===== src/rtl/spi_slave_modes.sv =====
// SPI slave with build-time CPOL/CPHA/bit-order selection.
// All SPI pins are synchronised into the sclk domain, and edges are detected there.
// A TX holding register decouples the host load strobe from word boundaries.
module spi_slave_modes #(
    parameter int unsigned DATA_WIDTH = 8,
    parameter logic        CPOL       = 1'b0,
    parameter logic        CPHA       = 1'b0,
    parameter logic        MSB_FIRST  = 1'b1
) (
    input  logic                  sclk,
    input  logic                  rst,
    input  logic                  spi_clk,
    input  logic                  cs_n,
    input  logic                  mosi,
    output logic                  miso,
    input  logic [DATA_WIDTH-1:0] data_in,
    input  logic                  load,
    output logic [DATA_WIDTH-1:0] data_out,
    output logic                  done,
    output logic                  busy,
    output logic                  underrun
);

    localparam int unsigned     CNT_W    = $clog2(DATA_WIDTH);
    localparam logic [CNT_W-1:0] LAST_BIT = CNT_W'(DATA_WIDTH - 1);

    logic clk_s1, clk_s2, clk_h;
    logic cs_s1, cs_s2, cs_h;
    logic mosi_s1, mosi_s2;

    logic [1:0]            settle;
    logic                  armed;
    logic                  need_start;
    logic                  under_pend;
    logic                  tx_valid;
    logic [DATA_WIDTH-1:0] tx_hold;
    logic [DATA_WIDTH-1:0] tx_sh;
    logic [DATA_WIDTH-1:0] rx_sh;
    logic [CNT_W-1:0]      bit_cnt;

    logic                  active;
    logic                  cs_fall;
    logic                  lead_edge;
    logic                  trail_edge;
    logic                  sample_edge;
    logic                  shift_edge;
    logic                  word_start;
    logic [DATA_WIDTH-1:0] rx_next;
    logic [DATA_WIDTH-1:0] tx_next;

    // Two-flop synchronisers plus history flops for edge detection on spi_clk and cs_n.
    always_ff @(posedge sclk) begin
        if (rst) begin
            clk_s1  <= CPOL;
            clk_s2  <= CPOL;
            clk_h   <= CPOL;
            cs_s1   <= 1'b1;
            cs_s2   <= 1'b1;
            cs_h    <= 1'b1;
            mosi_s1 <= 1'b0;
            mosi_s2 <= 1'b0;
        end else begin
            clk_s1  <= spi_clk;
            clk_s2  <= clk_s1;
            clk_h   <= clk_s2;
            cs_s1   <= cs_n;
            cs_s2   <= cs_s1;
            cs_h    <= cs_s2;
            mosi_s1 <= mosi;
            mosi_s2 <= mosi_s1;
        end
    end

    // Edge classification, word-start decision and next shift-register contents.
    always_comb begin
        active      = armed && !cs_s2;
        cs_fall     = active && cs_h;
        lead_edge   = active && (clk_h == CPOL) && (clk_s2 != CPOL);
        trail_edge  = active && (clk_h != CPOL) && (clk_s2 == CPOL);
        sample_edge = CPHA ? trail_edge : lead_edge;
        shift_edge  = CPHA ? lead_edge : trail_edge;
        word_start  = (!CPHA && cs_fall) || (shift_edge && need_start);

        if (MSB_FIRST) begin
            rx_next = {rx_sh[DATA_WIDTH-2:0], mosi_s2};
        end else begin
            rx_next = {mosi_s2, rx_sh[DATA_WIDTH-1:1]};
        end

        tx_next = tx_sh;
        if (word_start) begin
            tx_next = tx_valid ? tx_hold : '0;
        end else if (shift_edge) begin
            if (MSB_FIRST) begin
                tx_next = {tx_sh[DATA_WIDTH-2:0], 1'b0};
            end else begin
                tx_next = {1'b0, tx_sh[DATA_WIDTH-1:1]};
            end
        end
    end

    // Transfer engine: TX holding/shift, RX assembly, bit counter and status pulses.
    // Underrun is reported at the first sample of a word, so a speculative word
    // start at the tail of a frame that the master never clocks is not flagged.
    always_ff @(posedge sclk) begin
        if (rst) begin
            settle     <= 2'd0;
            armed      <= 1'b0;
            need_start <= 1'b0;
            under_pend <= 1'b0;
            tx_valid   <= 1'b0;
            tx_hold    <= '0;
            tx_sh      <= '0;
            rx_sh      <= '0;
            bit_cnt    <= '0;
            miso       <= 1'b0;
            data_out   <= '0;
            done       <= 1'b0;
            busy       <= 1'b0;
            underrun   <= 1'b0;
        end else begin
            done     <= 1'b0;
            underrun <= 1'b0;
            busy     <= active;

            // Only a cs_n seen idle after the chain settles arms the block.
            if (settle != 2'd3) begin
                settle <= settle + 2'd1;
            end
            if (settle == 2'd3 && cs_s2) begin
                armed <= 1'b1;
            end

            if (!active) begin
                bit_cnt    <= '0;
                rx_sh      <= '0;
                tx_sh      <= '0;
                need_start <= 1'b0;
                under_pend <= 1'b0;
                miso       <= 1'b0;
            end else begin
                tx_sh <= tx_next;
                miso  <= MSB_FIRST ? tx_next[DATA_WIDTH-1] : tx_next[0];

                if (cs_fall) begin
                    need_start <= CPHA;
                end
                if (word_start) begin
                    need_start <= 1'b0;
                    under_pend <= !tx_valid;
                    tx_valid   <= 1'b0;
                end

                if (sample_edge) begin
                    rx_sh <= rx_next;
                    if (bit_cnt == '0) begin
                        underrun   <= under_pend;
                        under_pend <= 1'b0;
                    end
                    if (bit_cnt == LAST_BIT) begin
                        bit_cnt    <= '0;
                        data_out   <= rx_next;
                        done       <= 1'b1;
                        need_start <= 1'b1;
                    end else begin
                        bit_cnt <= bit_cnt + CNT_W'(1);
                    end
                end
            end

            // A host load wins over the clear from a simultaneous word start.
            if (load) begin
                tx_hold  <= data_in;
                tx_valid <= 1'b1;
            end
        end
    end

endmodule


===== config.mk =====
export PLATFORM = sky130hd
export DESIGN_NAME = spi_slave_modes
export DESIGN_NICKNAME = d
export VERILOG_FILES = /design/src/rtl/spi_slave_modes.sv
export SDC_FILE = /design/constraint.sdc
export NUM_CORES = 1
export LEC_CHECK = 0
export ABC_AREA = 1
export BUFFER_PORTS_ARGS = -buffer_cell sky130_fd_sc_hd__buf_2
export CORE_MARGIN = 4
export CORE_UTILIZATION = 55
export DETAILED_ROUTE_END_ITERATION = 8
export GPL_ROUTABILITY_DRIVEN = 0
export MAX_ROUTING_LAYER = met4
export PLACE_DENSITY = 0.77
export RECOVER_POWER = 50
export SLEW_MARGIN = 20
export SYNTH_ARGS = -nofsm -noshare
export SYNTH_HDL_FRONTEND = slang
export SYNTH_SLANG_ARGS = --single-unit
export TNS_END_PERCENT = 1

===== constraint.sdc =====
create_clock -name sclk -period 1.4 [get_ports sclk]
set_input_delay 0.07 -clock sclk [delete_from_list [all_inputs] [get_ports sclk]]
set_output_delay 0.07 -clock sclk [all_outputs]
set_load 0.02 [all_outputs]

==> summary.md, run 1 <==
| Metric | Value |
|---|---|
| CTS sink count | `51` |
| Levels on crit path | `6` |
| Die height | `just under 70 um` |
| Dominant cells by area after synthesis | `dfxtp_1 52%, nand2_1 11%, inv_1 6.7%, a21oi_1 6.6%, o21ai_0 6.1%` |
| Peak Freq | `between 800 and 900 MHz` |
| FF-to-FF setup slack | `roughly 0.17 ns` |
| Detailed Place HPWL | `roughly 2600 um` |
| Period Utilization, post-route | `~88%` |
| Netlist cell types | `17` |
| Syn Nets | `about 280` |
| Crit-path cells | `inv_1, nand2_2, nor2_4, nand2_2, nand3_1, o21ai_0` |
| Critical Path Sink Type | `flip-flop` |
| Worst min-delay path startpoint | `rst` |
| WHS Path Cells | `2` |
| Worst-margin pin slew | `0.401 ns` |
| Power Density | `approximately 1100 nW/um2` |
| Failing checks | `negative hold slack` |
| Peak supply drop | `844 uV` |
| Slew headroom | `approximately three quarters` |
| Total core area | `between 3000 and 4000 um2` |
| Crit Path Class | `reg -> reg` |
| Gr ovfl total | `0` |
| Largest family of logic cells by synthesized area | `simple AND/OR/NAND/NOR gates` |
| Worst Skew | `roughly 0.0097 ns` |
| Final instance area | `about 2300 um2` |
| Final min period | `approximately 1.2 ns` |
| Layout area overhead | `19.0%` |
| Unrepaired setup endpoints after global routing | `false` |
| Synth Area in XOR/XNOR | `0%` |
| Post-synthesis simple-gate area fraction | `a little under a quarter` |
| Buf+Inv Stages, Crit Path | `1` |
| CTS Buf Count | `5` |
| CP most frequent cell | `nand2_2` |
| Syn Area/Cell | `about 7.6 um2` |
| Crit start category | `flip-flop` |
| Vias per Instance | `~4.8` |
| DR WL/cell | `between 10 and 15 um` |
| Reg2reg path depth | `6` |
| Routed WL | `around 3900 um` |
| Setup bufs post-CTS | `0` |
| Nets | `between 300 and 400` |
| H-Tree Depth | `2` |
| Final Setup Violations | `0` |
| Max-slew violation count | `0` |
| CP required | `1.68 ns` |
| Synth top area share | `~52%` |
| Routed Antenna Nets | `0` |
| Slowest-stage cell, CP | `dfxtp_1` |
| HP Class | `in -> reg` |
| Total GRT Usage | `about a fifth` |
| Synth warn | `0` |
| DRT iter0 DRCs | `between 150 and 200` |
| Filler cell count in the final layout | `283` |
| Pin count of the biggest net entering global routing | `21` |
| Crit-path max cell delay | `between 0.3 and 0.4 ns` |
| WHS | `-0.00175 ns` |
| TritonCTS clock tree | `done` |
| Worst Hold Path EP | `clk_s2$_SDFF_PP0_` |
| Initial Util | `about 58%` |
| Worst EP arrival | `between 1.5 and 2 ns` |
| I/O pins | `26` |
| Post-DP Area | `2150 um2` |
| Die Wd | `a little under 70 um` |
| Port bufs | `25` |
| Post-synthesis cell area | `slightly below 2000 um2` |
| R2R Path End | `data_out[1]$_SDFFE_PP0P_` |
| P_leak | `around 1.0 nW` |
| Cell family with most CP delay | `simple AND/OR/NAND/NOR gates` |
| Post-synth top cells | `58 x nand2_1, 51 x dfxtp_1, 35 x inv_1, 30 x nor2_1, 26 x a21oi_1` |
| Worst Path Max Fanout | `10` |
| Ratio of cells with drive above 1 in the final layout | `between 10% and 20%` |
| CP startpoint | `cs_s2$_SDFF_PP1_` |
| FF+latch count, synth | `51` |
| Predominant post-synthesis flop cell | `dfxtp_1` |
| Post-synth ARST share | `0%` |
| Row Count | `21` |
| Post-synthesis mux area share | `0%` |
| Setup TNS Final | `0 ns` |
| Sequential area share after synthesis | `51.7%` |
| Clock Path Buffers | `2` |
| Post-synth EDFFs | `0` |
| CTS clock-pin slew for the worst setup and hold paths | `around 0.14 ns` |
| Final hold vios | `1` |
| DIE AREA | `between 4000 and 5000 um2` |
| Vias in the first global route | `1,470` |
| Insertion delay to the later sink of the worst-skew pair | `0.38 ns` |
| Diode count | `0` |
| Status | `complete, but fails checks` |
| Clk root buf | `clkbuf_4` |
| Complex-gate fraction of the synthesized area | `12.7%` |
| Post-synthesis cell count | `260` |
| Via Count | `between 1,500 and 2,000` |
| First-pass GRT wire length | `between 6000 and 7000 um` |
| Most common cell in the synthesized netlist | `nand2_1` |
| Max-cap viol count | `0` |
| Synth Area in Adders | `~2.5%` |
| Area leader, netlist | `dfxtp_1` |
| Residual DRC | `0` |
| Initial antenna violation count | `0` |
| DRT Pass-1 Iters | `4` |
| Worst r2r src | `cs_s2$_SDFF_PP1_` |
==> worst reg2reg max path, cell delays in order (launching register included) <==
cell	delay (ns)
dfxtp_1	0.38
inv_1	0.09
nand2_2	0.08
nor2_4	0.22
nand2_2	0.19
nand3_1	0.11
o21ai_0	0.07
==> metrics by stage <==
| stage | power [mW] | worst slack [ns] | cells | util [%] | hold WS (ns) |
|---|---|---|---|---|---|
| 6_report | 2.70 | 0.168 | 348 | 69.3 | -0.00175 |
| 5_1_grt | 2.79 | 0.0556 | 348 | 69.3 | 0.0347 |
| 4_1_cts | 2.70 | 0.112 | 348 | 69.7 | 0.000347 |
| 3_5_place_dp | 1.68 | 0.167 | 329 | 63.4 | 0.257 |
| 3_3_place_gp | 1.68 | 0.215 | 329 | 63.4 | 0.256 |
| 2_1_floorplan | 1.63 | 0.276 | 260 | - | 0.174 |
==> layout make-up <==
| type | instances | area [um2] | area share, % |
|---|---|---|---|
| inverter | 36 | 135 | 5.75 |
| timing repair buffer | 41 | 259 | 11.0 |
| sequential | 51 | 1020 | 43.5 |
| clock buffer | 6 | 41.3 | 1.76 |
| multi-input combinational | 166 | 776 | 33.0 |
| tap | 46 | 57.6 | 2.45 |
| clock inverter | 2 | 60.1 | 2.56 |
==> logic make-up (layout without fill, tap and decap cells) <==
kind of cell | after synthesis | after routing
AND/OR/NAND/NOR | 112 | 112
AO/OA/AOI/OAI | 50 | 50
flip-flops | 51 | 51
adder cells (fa/ha/maj) | 4 | 4
buffers and inverters | 43 | 85
==> power by group <==
part	total, mW	internal (mW)	switching (mW)
Clock	1.02	0.557	0.460
Sequential	1.51	1.49	0.0200
Combinational	0.165	0.0753	0.0900
Total	2.70	2.13	0.570
==> routing by layer <==
metal | routed length, um | global-route usage (%) | part of all wire, %
met1 | 1890 | 25.8 | 48
met2 | 1740 | 29.3 | 44
met3 | 229 | 4.43 | 5.8
met4 | 72 | 7.20 | 1.8
met5 | 0 | - | 0
==> layout by cell type (no fill, tap or decap), drive strengths merged <==
cell,Yosys,routed
nand2,61,61
dfxtp,51,51
inv,36,36
nor2,32,32
a21oi,26,26
o21ai,24,24
buf,6,19
clkbuf,1,17
nand3,15,15
dlygate4sd3,0,11
ha,4,4
or2,3,3
bufinv,0,2
nand3b,1,1
==> worst max-delay path by stage <==
stage                                to  slack, ns
6_report       data_out[1]$_SDFFE_PP0P_       0.17
5_1_grt           rx_sh[1]$_SDFFE_PP0N_       0.06
4_1_cts        data_out[0]$_SDFFE_PP0P_       0.11
3_5_place_dp   data_out[1]$_SDFFE_PP0P_       0.17
3_3_place_gp   data_out[7]$_SDFFE_PP0P_       0.21
2_1_floorplan  data_out[7]$_SDFFE_PP0P_       0.28
==> flip-flops by register name, summed over array words and instances, names as in the netlist, 2 cells and up <==
signal    count
bit_cnt       3
data_out      8
rx_sh         7
settle        2
tx_hold       8
tx_sh         8
==> repair_timing <==
action,in CTS,in global routing
endpoints found under the hold margin,11,0
setup endpoints to repair,0,2
hold buffers,11,0
resized for setup,0,1
(Power assumes the default switching activity.)
==> run 2: changes to the inputs <==
- ABC_AREA: 1 -> default
- CTS_CLUSTER_DIAMETER: default -> 120
==> run 2 against run 1 <==
  * The flow now finishes without violations
  * Maximum frequency is 5.6% lower
  * Largest power group unchanged
  * Sequential power hardly changed
  * Combinational power is 5% lower
  * Register-to-register slack worse by 0.07 ns
  * Critical endpoint is now data_out[4]$_SDFFE_PP0P_
  * Synthesized cell count is 21% lower
  * Worst setup slack worse by 0.073 ns
  * Highest routed layer unchanged
==> summary.md, run 2 <==
| Metric | Value |
|---|---|
| Total GRT Usage | `about 17%` |
| Critical Path Sink Type | `flip-flop` |
| Max-cap viol count | `0` |
| I/O pins | `26` |
| TritonCTS clock tree | `done` |
| Dominant cells by area after synthesis | `dfxtp_1 54%, a21oi_1 7.6%, nand2_1 5.3%, mux2i_1 4.7%, nand3_1 4.0%` |
| Post-synthesis cell area | `around 1900 um2` |
| Netlist cell types | `36` |
| Met3 capacity usage during global routing | `roughly 5.6%` |
| Met2 Use GR | `about 25%` |
| Max-slew violation count | `0` |
| CTS clock-pin slew for the worst setup and hold paths | `~0.12 ns` |
| Crit Path Class | `reg -> reg` |
| Clk root buf | `clkbuf_4` |
| Setup TNS Final | `0 ns` |
| CTS sink count | `51` |
| Routed Antenna Nets | `0` |
| Nets | `265` |
| DIE AREA | `~4500 um2` |
| Residual DRC | `0` |
| Grt met1 use | `between 20% and 30%` |
| CP required | `between 1.5 and 2 ns` |
| Post-synthesis cell count | `between 200 and 250` |
| First-pass GRT wire length | `5670 um` |
| Diode count | `0` |
| DRT Pass-1 Iters | `4` |
| Slew headroom | `between 70% and 80%` |
| HP Class | `in -> reg` |
| Worst EP arrival | `~1.6 ns` |
| Sequential area share after synthesis | `between 50% and 60%` |
| Most frequent cells in the layout | `49 x dfxtp_1, 29 x a21oi_1, 27 x nand2_1` |
| Row Count | `21` |
| Status | `finished clean` |
| Top Usage Layer GRT | `met2` |
| Unrepaired setup endpoints after global routing | `false` |
| Post-synth top cells | `51 x dfxtp_1, 29 x a21oi_1, 27 x nand2_1, 19 x nor2_1, 15 x nand3_1` |
| Gr ovfl total | `0` |
| CTS Buf Count | `5` |
| Final min period | `1.30 ns` |
| Port bufs | `25` |
| Period Utilization, post-route | `93.2%` |
| Via Count | `around 1,500` |
| Filler cell count in the final layout | `just under 300` |
| Most common cell in the synthesized netlist | `dfxtp_1` |
| Post-synth EDFFs | `0` |
| Layout area overhead | `18.9%` |
| Ratio of cells with drive above 1 in the final layout | `17.5%` |
| DRT iter0 DRCs | `98` |
| Die Wd | `between 60 and 70 um` |
| Synth warn | `0` |
| Crit start category | `flip-flop` |
| Total core area | `around 3300 um2` |
| H-Tree Depth | `2` |
| Vias in the first global route | `around 1,300` |
| Initial antenna violation count | `0` |
| Vias per Instance | `between 5 and 6` |
| Power Density | `between 900 and 1000 nW/um2` |
| Peak Freq | `about 770 MHz` |
| Post-placement cell count | `between 200 and 300` |
| Predominant post-synthesis flop cell | `dfxtp_1` |
| Syn Area/Cell | `9.22 um2` |
| Syn Nets | `between 200 and 250` |
| Worst-margin pin slew | `just over 0.3 ns` |
| Detailed Place HPWL | `2300 um` |
| FF+latch count, synth | `51` |
| Routed WL | `around 3400 um` |
| DR WL/cell | `between 10 and 15 um` |
| Worst Path Max Fanout | `9` |
| Clock Path Buffers | `2` |
| Worst Skew | `0.00613 ns` |
| Pin count of the biggest net entering global routing | `30` |
| Peak supply drop | `866 uV` |
| Area leader, netlist | `dfxtp_1` |
| Initial Util | `between 50% and 60%` |
| P_leak | `0.844 nW` |
| Die height | `~67 um` |
| Slack of the critical path | `0.0951 ns` |
| Commonest non-fill, non-tap cell in the layout | `dfxtp_1` |
| Post-synth ARST share | `0%` |
| Final Setup Violations | `0` |
| Top flop regs | `data_out (8), tx_hold (8), tx_sh (8)` |
| Insertion delay to the later sink of the worst-skew pair | `between 0.3 and 0.4 ns` |
| Final hold vios | `0` |
| Synth top area share | `roughly 54%` |
| WHS | `about 0.072 ns` |
| Non-Filler Instances | `approximately 290` |
| Setup WS pre-CTS | `slightly below 0.06 ns` |
==> run 2: changes by cell type after synthesis, sizes merged, moves of 4 or more <==
cell / before / now
o21ai: 24 / 2
clkbuf: 1 / 6
inv: 36 / 3
o41ai: 0 / 4
nor2: 32 / 19
nor2b: 0 / 7
mux2i: 0 / 9
nand2: 61 / 28
==> run 2: worst paths after layout <==
kind	start	endpoint	slack (ns)	cells after the start
max	cs_s2$_SDFF_PP1_	data_out[4]$_SDFFE_PP0P_	0.1	5
min	load	tx_valid$_SDFFE_PP0P_	0.07	3
max reg2reg	cs_s2$_SDFF_PP1_	data_out[4]$_SDFFE_PP0P_	0.1	5
min reg2reg	cs_s1$_SDFF_PP1_	cs_s2$_SDFF_PP1_	0.43	1
==> run 2: through the flow <==
step                      power, mW  instance area [um2]  util [%]
after global routing           2.36                 2260      67.7
after floorplan                1.64                 1900         -
after CTS                      2.27                 2250      67.6
final                          2.25                 2260      67.7
after detailed placement       1.69                 2100      63.0
after global placement         1.68                 2100      63.0
==> run 2: repair_timing <==
| item | CTS | global route |
|---|---|---|
| resized for setup | 0 | 7 |
| setup buffers | 0 | 0 |
| endpoints found under the hold margin | 11 | 0 |
| hold buffers | 11 | 0 |
| setup endpoints to repair | 0 | 14 |
==> run 2: worst max-delay path, stage by stage, from the launching register on <==
cell and delay (ns):
dfxtp_1 0.39, nor4bb_2 0.27, buf_4 0.20, buf_4 0.16, nand3_1 0.10, a21oi_1 0.13
==> run 2: per-layer routing <==
metal / vias to the layer above / part of all wire (%)
li1: 782 / -
met1: 669 / 50
met3: 6 / 4.9
met5: - / 0
met4: 0 / 1.9
met2: 27 / 43
==> run 2: area by class of cell <==
| type | instances | area (um2) | share of cell area [%] |
|---|---|---|---|
| Tap cell | 46 | 57.6 | 2.55 |
| Sequential cell | 51 | 1020 | 45.3 |
| Clock buffer | 6 | 41.3 | 1.83 |
| Multi-Input combinational cell | 139 | 822 | 36.4 |
| Timing Repair Buffer | 46 | 295 | 13.1 |
| Inverter | 4 | 18.8 | 0.831 |
==> run 2: power breakdown <==
group          internal, mW  switching (mW)  leakage [nW]
registers              1.49          0.0298         0.416
clock network         0.180           0.394        0.0242
logic                0.0882          0.0692         0.404
==> run 2: logic make-up after synthesis <==
| kind of cell | count (synthesis) | share of synthesized area, % |
|---|---|---|
| compound gates | 41 | 13.0 |
| xor+xnor | 1 | 0.461 |
| fa+ha+maj | 4 | 2.64 |
| buf+inv | 16 | 3.95 |
| flops | 51 | 53.8 |
| mux | 9 | 4.74 |
| simple gates | 84 | 21.4 |
==> run 3: changes to the inputs <==
==> constraint.sdc (replaced) <==
create_clock -name sclk -period 1.4 [get_ports sclk]
set_input_delay 0.21 -clock sclk [delete_from_list [all_inputs] [get_ports sclk]]
set_output_delay 0.21 -clock sclk [all_outputs]
set_load 0.02 [all_outputs]
==> run 3 against run 2 <==
  * Flip-flop and latch count is the same
  * Power is 1.2% lower
  * Via count shrank 3.6%
  * Register-to-register slack hardly changed
  * Hold slack got worse by 0.034 ns
  * Clock power is essentially flat
  * Final cell count shrank 3.8%
  * Die area did not move
==> summary.md, run 3 (same netlist as run 2, synthesis figures left out) <==
| Metric | Value |
|---|---|
| DRT Pass-1 Iters | `4` |
| DRT iter0 DRCs | `100` |
| Peak supply drop | `around 860 uV` |
| Unrepaired setup endpoints after global routing | `false` |
| Nets | `254` |
| Commonest non-fill, non-tap cell in the layout | `dfxtp_1` |
| Clk root buf | `clkbuf_4` |
| HP Class | `in -> reg` |
| Vias in the first global route | `about 1,200` |
| First-pass GRT wire length | `about 5400 um` |
| Worst-margin pin slew | `0.303 ns` |
| Routed Antenna Nets | `0` |
| Die height | `approximately 67 um` |
| Detailed Place HPWL | `between 2000 and 2500 um` |
| DR WL/cell | `~12 um` |
| Initial Util | `56.9%` |
| Ratio of cells with drive above 1 in the final layout | `a little under a fifth` |
| Met2 Use GR | `23.5%` |
| Worst EP arrival | `roughly 1.6 ns` |
| Diode count | `0` |
| Most frequent cells in the layout | `49 x dfxtp_1, 29 x a21oi_1, 27 x nand2_1` |
| Top flop regs | `data_out (8), tx_hold (8), tx_sh (8)` |
| I/O pins | `26` |
| CTS sink count | `just over 50` |
| Layout area overhead | `13.2%` |
| Total GRT Usage | `between 15 and 20%` |
| P_leak | `between 0.8 and 0.9 nW` |
| DIE AREA | `approximately 4500 um2` |
| Power Density | `slightly above 1000 nW/um2` |
| CTS Buf Count | `5` |
| Max-cap viol count | `0` |
| Status | `finished clean` |
| Insertion delay to the later sink of the worst-skew pair | `approximately 0.35 ns` |
| Worst Skew | `0.00527 ns` |
| Max-slew violation count | `0` |
| Worst Path Max Fanout | `9` |
| Routed WL | `between 3000 and 4000 um` |
| Crit start category | `flip-flop` |
| Grt met1 use | `between 20% and 30%` |
| Period Utilization, post-route | `~93%` |
| Post-placement cell count | `between 200 and 300` |
| Peak Freq | `~770 MHz` |
| Final hold vios | `0` |
| Post-DP Area | `around 2100 um2` |
| Die Wd | `around 67 um` |
| Crit Path Class | `reg -> reg` |
| Pin count of the biggest net entering global routing | `30` |
| Port bufs | `25` |
| Slew headroom | `between 70% and 80%` |
| Initial antenna violation count | `0` |
| Total core area | `about 3300 um2` |
| Vias per Instance | `5.09` |
| WHS | `roughly 0.038 ns` |
| Met3 capacity usage during global routing | `~5.6%` |
| Setup TNS Final | `0 ns` |
| Final design utilization | `64.4%` |
| Final min period | `1.31 ns` |
| TritonCTS clock tree | `done` |
| Row Count | `21` |
| Residual DRC | `0` |
| Critical Path Sink Type | `flip-flop` |
| H-Tree Depth | `2` |
| Final instance area | `around 2100 um2` |
| Gr ovfl total | `0` |
| Clock Path Buffers | `2` |
| Hold-fix buffers, CTS | `0` |
| Setup bufs post-CTS | `0` |
| Non-Filler Instances | `281` |
| CP required | `approximately 1.7 ns` |
| CTS clock-pin slew for the worst setup and hold paths | `about 0.12 ns` |
| Top Usage Layer GRT | `met2` |
| Via Count | `1,431` |
| Final Setup Violations | `0` |
[run 3: cell count changes in the layout (fill, tap and decap cells not counted)]
cell	change
buf_2	+1
clkbuf_1	-1
dlygate4sd3_1	-11
[run 3: through the flow]
step           power [mW]  setup WS, ns
6_report             2.23        0.0930
5_1_grt              2.33       0.00746
4_1_cts              2.25        0.0538
3_5_place_dp         1.69        0.0590
3_3_place_gp         1.68         0.102
2_1_floorplan        1.64        0.0674
[run 3: path summary, 6_finish.rpt]
path | start | to | slack [ns] | cells after the start
setup / recovery | cs_s2$_SDFF_PP1_ | data_out[4]$_SDFFE_PP0P_ | 0.09 | 5
hold / removal | cs_n | cs_s1$_SDFF_PP1_ | 0.04 | 2
setup reg to reg | cs_s2$_SDFF_PP1_ | data_out[4]$_SDFFE_PP0P_ | 0.09 | 5
hold reg to reg | cs_s1$_SDFF_PP1_ | cs_s2$_SDFF_PP1_ | 0.43 | 1
[run 3: final cells by class]
type | count | area, um2
fillers | 311 | 1190
flip-flops and latches | 51 | 1020
multi-input cells | 139 | 822
repair buffers | 35 | 186
well taps | 46 | 57.6
clock buffers | 6 | 41.3
inverters | 4 | 18.8
[run 3: power by group]
group	switching (mW)	internal [mW]
logic	0.0640	0.0682
clock network	0.393	0.180
registers	0.0298	1.49
[run 3: worst max-delay path, cell delays in order, from the launching register on]
cell	delay (ns)
dfxtp_1	0.39
nor4bb_2	0.27
buf_4	0.20
buf_4	0.16
nand3_1	0.10
a21oi_1	0.13
[run 3: layer usage]
| metal | part of all wire, % | up-vias |
|---|---|---|
| met2 | 42 | 24 |
| met3 | 4.7 | 4 |
| met5 | 0 | - |
| li1 | - | 762 |
| met4 | 1.3 | 0 |
| met1 | 52 | 641 |
[run 3: repair_timing]
action / in CTS / in global routing
endpoints found under the setup margin: 0 / 14
gates resized for setup: 0 / 7
hold endpoints to repair: 0 / 0
